## config.mk

```make
export PLATFORM = sky130hd
export DESIGN_NAME = pipe_run_ctrl
export DESIGN_NICKNAME = d
export VERILOG_FILES = /design/src/rtl/pipe_run_pkg.sv /design/src/rtl/pc_stall_detect.sv /design/src/rtl/pipe_run_ctrl.sv
export SDC_FILE = /design/constraint.sdc
export NUM_CORES = 1
export LEC_CHECK = 0
export CAP_MARGIN = 25
export CORE_MARGIN = 4
export CORE_UTILIZATION = 53
export CTS_CLUSTER_SIZE = 10
export DETAILED_ROUTE_END_ITERATION = 6
export GPL_ROUTABILITY_DRIVEN = 0
export PLACE_DENSITY = 0.8
export SETUP_SLACK_MARGIN = 0.4
export SYNTH_ARGS = -nofsm -noshare
export SYNTH_HDL_FRONTEND = slang
export SYNTH_HIERARCHICAL = 1
export SYNTH_SLANG_ARGS = --single-unit
export TNS_END_PERCENT = 1
```

## constraint.sdc

```tcl
create_clock -name clk_i -period 3.8 [get_ports clk_i]
set_input_delay 1.14 -clock clk_i [delete_from_list [all_inputs] [get_ports clk_i]]
set_output_delay 1.14 -clock clk_i [all_outputs]
set_load 0.03 [all_outputs]
```

## src/rtl/pipe_run_pkg.sv

```systemverilog
// Shared state encoding and counter-width helpers for the pipeline run controller.
package pipe_run_pkg;

    // Controller states.
    localparam logic [1:0] ST_IDLE = 2'd0;
    localparam logic [1:0] ST_HOLD = 2'd1;
    localparam logic [1:0] ST_RUN  = 2'd2;
    localparam logic [1:0] ST_DONE = 2'd3;

    // Bits needed for a counter that must hold values 0..max_val (minimum one bit).
    function automatic int cnt_w(input int max_val);
        return (max_val < 1) ? 1 : $clog2(max_val + 1);
    endfunction

    // Bits for a run index over n runs; one spare bit keeps the index unambiguous.
    function automatic int idx_w(input int n);
        return $clog2(n) + 1;
    endfunction

endpackage

```

## src/rtl/pc_stall_detect.sv

```systemverilog
// Watches the core fetch PC during a run and flags a halt when it parks
// on the same value for STALL_LIMIT consecutive run cycles.
module pc_stall_detect
    import pipe_run_pkg::*;
#(
    parameter int PC_W        = 32,
    parameter int STALL_LIMIT = 16
) (
    input  logic            clk_i,
    input  logic            rst_ni,
    input  logic            run_i,
    input  logic [PC_W-1:0] pc_i,
    output logic            halt_o
);

    localparam int STL_W = cnt_w(STALL_LIMIT - 1);

    logic [PC_W-1:0]  pc_q;
    logic             pc_vld_q;
    logic [STL_W-1:0] stall_cnt_q;
    logic             pc_match;

    // No comparison on the first run cycle: pc_vld_q is only set once a PC has been captured.
    assign pc_match = pc_vld_q && (pc_i == pc_q);

    // Halt on the match that brings the stall count to STALL_LIMIT-1.
    assign halt_o = run_i && pc_match && (stall_cnt_q == STL_W'(STALL_LIMIT - 2));

    // Capture PC and count consecutive matches while running; forget everything outside RUN.
    always_ff @(posedge clk_i or negedge rst_ni) begin
        if (!rst_ni) begin
            pc_q        <= '0;
            pc_vld_q    <= 1'b0;
            stall_cnt_q <= '0;
        end else if (run_i) begin
            pc_q        <= pc_i;
            pc_vld_q    <= 1'b1;
            stall_cnt_q <= pc_match ? (stall_cnt_q + STL_W'(1)) : '0;
        end else begin
            pc_vld_q    <= 1'b0;
            stall_cnt_q <= '0;
        end
    end

endmodule

```

## src/rtl/pipe_run_ctrl.sv

```systemverilog
// Run controller: holds the core in reset, releases it for bounded runs,
// ends a run on cycle budget or PC self-loop, and repeats NUM_RUNS times.
//
//   state | meaning
//   IDLE  | waiting for start_i, core held in reset
//   HOLD  | core held in reset for RESET_HOLD cycles before a run
//   RUN   | core released, cycle budget and PC stall tracked
//   DONE  | all runs finished, core held in reset until restart_i
module pipe_run_ctrl
    import pipe_run_pkg::*;
#(
    parameter int RESET_HOLD  = 3,
    parameter int RUN_CYCLES  = 2500,
    parameter int NUM_RUNS    = 2,
    parameter int STALL_LIMIT = 16,
    parameter int PC_W        = 32
) (
    input  logic                            clk_i,
    input  logic                            rst_ni,
    input  logic                            start_i,
    input  logic                            restart_i,
    input  logic [PC_W-1:0]                 pc_i,
    output logic                            core_rst_no,
    output logic                            running_o,
    output logic [idx_w(NUM_RUNS)-1:0]      run_idx_o,
    output logic [cnt_w(RUN_CYCLES)-1:0]    cycle_cnt_o,
    output logic                            halt_o,
    output logic                            timeout_o,
    output logic                            done_o
);

    localparam int IDX_W = idx_w(NUM_RUNS);
    localparam int CYC_W = cnt_w(RUN_CYCLES);
    localparam int HLD_W = cnt_w(RESET_HOLD - 1);

    logic [1:0]       state_q;
    logic [1:0]       state_d;
    logic [HLD_W-1:0] hold_cnt_q;
    logic             halt_hit;
    logic             tmo_hit;
    logic             run_end;
    logic             last_run;
    logic             hold_enter;
    logic             start_go;
    logic             restart_go;

    pc_stall_detect #(
        .PC_W        (PC_W),
        .STALL_LIMIT (STALL_LIMIT)
    ) u_stall (
        .clk_i  (clk_i),
        .rst_ni (rst_ni),
        .run_i  (state_q == ST_RUN),
        .pc_i   (pc_i),
        .halt_o (halt_hit)
    );

    assign tmo_hit    = (cycle_cnt_o == CYC_W'(RUN_CYCLES - 1));
    assign last_run   = (run_idx_o == IDX_W'(NUM_RUNS - 1));
    assign start_go   = start_i && (state_q == ST_IDLE);
    assign restart_go = restart_i && (state_q != ST_IDLE);
    assign running_o  = (state_q == ST_RUN);

    // Restart re-enters HOLD even from HOLD itself, so the hold timer reloads.
    assign hold_enter = (state_d == ST_HOLD) && ((state_q != ST_HOLD) || restart_i);

    // Next-state logic; restart outranks any run-end event in the same cycle.
    always_comb begin
        state_d = state_q;
        run_end = 1'b0;
        case (state_q)
            ST_IDLE: begin
                if (start_i) state_d = ST_HOLD;
            end
            ST_HOLD: begin
                if (restart_i)               state_d = ST_HOLD;
                else if (hold_cnt_q == '0)   state_d = ST_RUN;
            end
            ST_RUN: begin
                if (restart_i) begin
                    state_d = ST_HOLD;
                end else if (halt_hit || tmo_hit) begin
                    run_end = 1'b1;
                    state_d = last_run ? ST_DONE : ST_HOLD;
                end
            end
            ST_DONE: begin
                if (restart_i) state_d = ST_HOLD;
            end
            default: state_d = ST_IDLE;
        endcase
    end

    // State register and registered core reset / done level.
    always_ff @(posedge clk_i or negedge rst_ni) begin
        if (!rst_ni) begin
            state_q     <= ST_IDLE;
            core_rst_no <= 1'b0;
            done_o      <= 1'b0;
        end else begin
            state_q     <= state_d;
            core_rst_no <= (state_d == ST_RUN);
            done_o      <= (state_d == ST_DONE);
        end
    end

    // Reset-hold down-counter, loaded on every HOLD entry.
    always_ff @(posedge clk_i or negedge rst_ni) begin
        if (!rst_ni) begin
            hold_cnt_q <= '0;
        end else if (hold_enter) begin
            hold_cnt_q <= HLD_W'(RESET_HOLD - 1);
        end else if ((state_q == ST_HOLD) && (hold_cnt_q != '0)) begin
            hold_cnt_q <= hold_cnt_q - HLD_W'(1);
        end
    end

    // Run index: zeroed on start/restart, advanced when a non-final run ends.
    always_ff @(posedge clk_i or negedge rst_ni) begin
        if (!rst_ni) begin
            run_idx_o <= '0;
        end else if (start_go || restart_go) begin
            run_idx_o <= '0;
        end else if (run_end && !last_run) begin
            run_idx_o <= run_idx_o + IDX_W'(1);
        end
    end

    // Core-active cycle counter; holds its final value once the run ends.
    always_ff @(posedge clk_i or negedge rst_ni) begin
        if (!rst_ni) begin
            cycle_cnt_o <= '0;
        end else if (hold_enter) begin
            cycle_cnt_o <= '0;
        end else if ((state_q == ST_RUN) && !run_end) begin
            cycle_cnt_o <= cycle_cnt_o + CYC_W'(1);
        end
    end

    // End-cause flags: written at run end (halt wins), cleared on any other HOLD entry.
    always_ff @(posedge clk_i or negedge rst_ni) begin
        if (!rst_ni) begin
            halt_o    <= 1'b0;
            timeout_o <= 1'b0;
        end else if (run_end) begin
            halt_o    <= halt_hit;
            timeout_o <= !halt_hit;
        end else if (hold_enter) begin
            halt_o    <= 1'b0;
            timeout_o <= 1'b0;
        end
    end

endmodule

```

# == After elaboration in Yosys (flattened, before gate mapping) ==
# Cells that the tools add are included.
# totals
regBits,59
out_inout_bits,19
# op_classes
n_addsub,4
n_mux,23
n_eq_ne,11
reduce_logical,23
# ops
op,n
$eq 32x32->1,1
$mux 12,2
$mux 2,11
$add 12x1->12 const B,1
$eq 12x12->1 const B,1
$reduce_bool 2->1,6
$logic_and 1x1->1,9
$eq 2x2->1 const B,4
$mux 4,2
$pmux 2 s4,1
$mux 1,7
$eq 2x1->1 const B,3
$add 4x1->4 const B,1
$eq 4x4->1 const B,1
$logic_not 2->1,2
$logic_not 1->1,3
$logic_or 1x1->1,3
$add 2x1->2 const B,1
$ne 2x1->1 const B,1
$sub 2x1->2 const B,1

# == Longest topological paths before layout ==
# depth
word_depth,12
mapped_depth,13
mapped_depth_nobuf,10

# == Hierarchy ==
# Netlist, hierarchy kept.
# modules_own_cells
mod,n_inst,cells_per_inst,area_each_um2,seq_area_each_um2
pc_stall_detect,1,145,1811.7,925.9
pipe_run_ctrl,1,128,1256.2,550.5

# == Worst setup path before layout ==
# Ideal clock, no wire load.
# synth_timing
kind,in2reg
start,input port pc_i[6]
end,register cycle_cnt_o[9]
path_slack_ns,0.688
cell_stages,9
arrival_ns,2.981
n_path_buf,1
t_required_ns,3.669
setup_ns,0.131
path_cell_list,clkinv_1 -> a222oi_1 -> nand4_1 -> nor4_1 -> nor2b_1 -> o21ai_0 -> a31oi_4 -> buf_6 -> a22oi_1
# synth_between
elab_chain_cells,11
elab_cells_between_ends,17
classes_between,eq/ne (2); mux (7); reduce/logical (8)
# synth_lines
item,line_no,source
"start, declared",pipe_run_ctrl.sv:22,"input logic [PC_W-1:0] pc_i,"
$eq 32x32->1 *,pc_stall_detect.sv:24,assign pc_match = pc_vld_q && (pc_i == pc_q);
$logic_and 1x1->1 *,pc_stall_detect.sv:24,
$logic_and 1x1->1 * (2 in a row),pc_stall_detect.sv:27,assign halt_o = run_i && pc_match && (stall_cnt_q == STL_W'(STALL_LIMIT - 2));
net halt_hit,pipe_run_ctrl.sv:39,logic halt_hit;
$logic_or 1x1->1 *,pipe_run_ctrl.sv:82,end else if (halt_hit || tmo_hit) begin
$mux 2 / $mux 1 (equally long branches),pipe_run_ctrl.sv:82,
$mux 2 / $mux 1 (equally long branches),pipe_run_ctrl.sv:80,if (restart_i) begin
$pmux 2 s4 / $mux 1 (equally long branches),pipe_run_ctrl.sv:71,case (state_q)
$eq 2x1->1 / $logic_not 1->1 (equally long branches),"pipe_run_ctrl.sv:65, pipe_run_ctrl.sv:135",
$logic_and 1x1->1 (on tied branches),"pipe_run_ctrl.sv:65, pipe_run_ctrl.sv:135",
$mux 12 / $reduce_bool 2->1 (equally long branches),--,
"end signal, assigned",pipe_run_ctrl.sv:136,cycle_cnt_o <= cycle_cnt_o + CYC_W'(1);
"end, declared",pipe_run_ctrl.sv:26,"output logic [cnt_w(RUN_CYCLES)-1:0] cycle_cnt_o,"
# Mark *: on every way through the listed nets, which the timed path passes. The rest lies on a longest branch.
# A chain may end at the register's enable or synchronous reset.

# == Final worst setup path ==
# layout_timing
start,input port pc_i[2]
end,register cycle_cnt_o[10]
# Same word-level chain as after synthesis.

==> results.sh <==
export IMPL_outcome="complete, no violations"
export IMPL_total_power_mw=2.21
export IMPL_power_leakage_nw=1.73
export IMPL_worst_setup_path_type="in -> reg"
export IMPL_async_flop_share_pct=100
export IMPL_clk_latency_ps=330
export IMPL_maxCapViolCount=0
export IMPL_wl_per_cell_um=15.8
export IMPL_cp_end_kind="flop"
export IMPL_ys_seq_elements=59
export IMPL_grt_max_degree=37
export IMPL_ir_worst_vdd_v=0.000478
export IMPL_crit_arrival_ps=3570
export IMPL_io_pins=55
export IMPL_rsz0062_at_grt="yes"
export IMPL_chipWidth_um=84.1
export IMPL_fillCellCount=406
export IMPL_grt_pass1_vias=2416
export IMPL_final_max_slew_viol_count=0
export IMPL_slew_headroom_pct=43.5
export IMPL_area_growth_pct=29.8
export IMPL_worst_r2r_path_depth=11
export IMPL_drt_iter0_drc=103
export IMPL_drc_errors=0
export IMPL_grt_pass1_wl_um=11200
export IMPL_antenna_left=0
export IMPL_routed_via_density=5.54
export IMPL_row_count=27
export IMPL_start_util_pct=55.0
export IMPL_gr_total_overflow=0
export IMPL_synth_top_flop_cell="dfrtp_1"
export IMPL_path_max_fanout=5
export IMPL_swShare_pct=32.1
export IMPL_clk_pin_slew_ps=60
export IMPL_cts_buffers_inserted=9
export IMPL_n_antenna_cell=0
export IMPL_hp_start="run_idx_o[0]$_DFFE_PN0P_"
export IMPL_setup_tns_ps=0
export IMPL_vias=2337
export IMPL_hold_path_end="run_idx_o[0]$_DFFE_PN0P_"
export IMPL_hold_path_class="reg -> reg"
export IMPL_fin_crit_ps=3320
export IMPL_fmax_ghz=0.301
export IMPL_dr_pass1_iters=4
export IMPL_clk_path_buf_depth=2
export IMPL_cts_tree="built"
export IMPL_startpoint_type="input port"
export IMPL_finalHoldViolations=0
export IMPL_p_sw_uw=709
export IMPL_pwr_share_seq_pct=43.5
export IMPL_port_buffers=54
export IMPL_power_frac_clock_pct=22.0
export IMPL_clock_skew_ps=4.42
export IMPL_pwr_density_cell_nw_per_um2=555
export IMPL_synth_cell_area_um2=3070
export IMPL_drive_gt1_share_pct=21.7
export IMPL_hold_depth=1
export IMPL_timing_final_crit_share_pct=87.5
export IMPL_critPathRequiredTime_ps=4050
export IMPL_die_h_um=84.1
export IMPL_yosysSeqAreaShare_pct=48.1
export IMPL_cts_sinks=59
export IMPL_synth_cell_types=47
export IMPL_syn_nets=314
export IMPL_reg2reg_slack_ps=970
export IMPL_pwr_share_comb_pct=34.6
export IMPL_synth_edf_count=0
export IMPL_die_area_um2=7070
export IMPL_core_um2=5570
export IMPL_syn_area_per_cell_um2=11.2
export IMPL_cts_max_level=3
export IMPL_tightest_slew_ps=840
export IMPL_ctsRootBufferMaster="clkbuf_8"
export IMPL_syn_inst=273
export IMPL_intPower_mw=1.50
export IMPL_nNetsFinal=388
export IMPL_r2r_end="halt_o$_DFFE_PN0P_"
export IMPL_setup_viol=0
export IMPL_globalRouteTotalUtil_pct=19.9
export IMPL_reg2reg_from="state_q[0]$_DFF_PN0_"
export IMPL_wl_um=6680
export IMPL_synth_warning_count=6
export IMPL_antenna_found_initial=0
export IMPL_hpwl_um=4640
## cells in the final DEF (no fill, tap or decap), drive strengths merged, types with 4 or more instances in the layout
cell           synthesis  final
nand3                 10     10
buf                    7     18
mux2                  29     29
nor2b                  4      4
inv                   14     15
nor4                  12     12
dfrtp                 59     59
a22oi                  8      8
ha                     5      5
nand2                 11     11
a21oi                  7      7
nor3                   4      4
o21ai                 13     13
or3                    6      6
clkdlybuf4s50          0     51
nor2                   6      6
nand2b                 9      9
xnor2                  8      8
clkbuf                 1     11
xor2                  24     24
## critical path, stage by stage
cell and delay, ps:
clkdlybuf4s50_1 500, xor2_1 200, nor4_2 70, nand3_1 130
nor4_2 70, buf_4 150, nor2b_1 160, or4_1 600
or3_1 390, a22oi_1 160
## power groups by stage
stage               Sequential [mW]  Clock, mW  Combinational [mW]
finish                        0.960      0.485               0.765
global route                  0.983      0.536               0.837
CTS                           0.958      0.501               0.755
detailed placement            0.967          0               0.748
global placement              0.951          0               0.727
floorplan                     0.948          0               0.532
## Yosys cell counts (2+ instances only)
master,number,area share (%)
a22oi_1,8,2.0
nand4_1,2,0.41
and3_1,2,0.41
inv_1,14,1.7
a31oi_1,2,0.41
xnor2_1,8,2.3
nor4_2,2,0.82
xor2_1,24,6.9
or3b_2,2,0.57
nor2b_1,4,0.82
nor3b_1,2,0.49
buf_2,4,0.65
nand2_1,11,1.3
or3_1,6,1.2
nor3_1,4,0.65
ha_1,5,2.0
a21oi_1,7,1.1
dfrtp_1,59,48
or4b_4,2,0.90
nand3_1,10,1.6
or4_1,3,0.73
buf_4,2,0.49
nor4_1,10,2.0
nor2_1,6,0.73
mux2i_1,3,0.98
nand2b_1,9,1.8
o21ai_0,13,2.1
mux2_2,29,11
o2111a_1,2,0.73
## metrics by stage
stage               utilization [%]  std cells  setup slack [ps]  instance area [um2]  hold WS [ps]
finish                         71.4        422               476                 3980           514
global route                   71.4        422               347                 3980           538
CTS                            70.6        419               418                 3930           518
detailed placement             67.5        405             -1.71                 3760           506
global placement               67.5        405              71.7                 3760           499
floorplan                         -        273               688                 3070           496
## kinds of logic (layout without fill, tap and decap cells)
group / after synthesis / count (layout) / share of synthesized area (%)
XOR/XNOR: 32 / 32 / 9.14
buffers and inverters: 23 / 100 / 3.47
multiplexers: 32 / 32 / 11.6
AO/OA/AOI/OAI: 41 / 41 / 9.34
AND/OR/NAND/NOR: 81 / 81 / 16.3
adder cells (fa/ha/maj): 5 / 5 / 2.04
flip-flops: 59 / 59 / 48.1
## area by class of cell
cell class                 instances  area [um2]  share of cell area [%]
clock buffer                      11         151                    3.80
clock inverter                     3        15.0                   0.377
inverter                          15        56.3                    1.41
multi-input combinational        191        1510                    38.0
sequential                        59        1480                    37.1
tap                               72        90.1                    2.26
timing repair buffer              71         681                    17.1
## flip-flops by register name (all words and copies together), names as in the netlist
name                 cells
run_idx_o                2
u_stall/pc_q            32
hold_cnt_q               2
state_q                  2
u_stall/stall_cnt_q      4
halt_o                   1
u_stall/pc_vld_q         1
cycle_cnt_o             12
done_o                   1
timeout_o                1
core_rst_no              1
## worst max path at each step
stage,start,to,slack (ps),depth (start not counted)
floorplan,pc_i[6],cycle_cnt_o[9]$_DFFE_PN0P_,690,9
global placement,pc_i[6],done_o$_DFF_PN0_,70,11
CTS,pc_i[0],timeout_o$_DFFE_PN0P_,420,11
global route,pc_i[28],halt_o$_DFFE_PN0P_,350,10
detailed placement,pc_i[6],timeout_o$_DFFE_PN0P_,-2,11
finish,pc_i[2],cycle_cnt_o[10]$_DFFE_PN0P_,480,10
## timing repair
action | CTS | global route
resized for setup | 1 | 8
pin swaps | 2 | 5
buffers inserted | 0 | 3
endpoints found under the setup margin | 4 | 18
hold buffers | 0 | 0
## layer usage
metal	global-route usage [%]	vias up	share of wire (%)
met5	0	-	0
met4	7.16	0	1.6
met3	6.22	10	4.3
met2	32.6	51	50
met1	24.7	1146	44
li1	-	1130	-
Note: power is estimated with default switching activity, not from simulation.
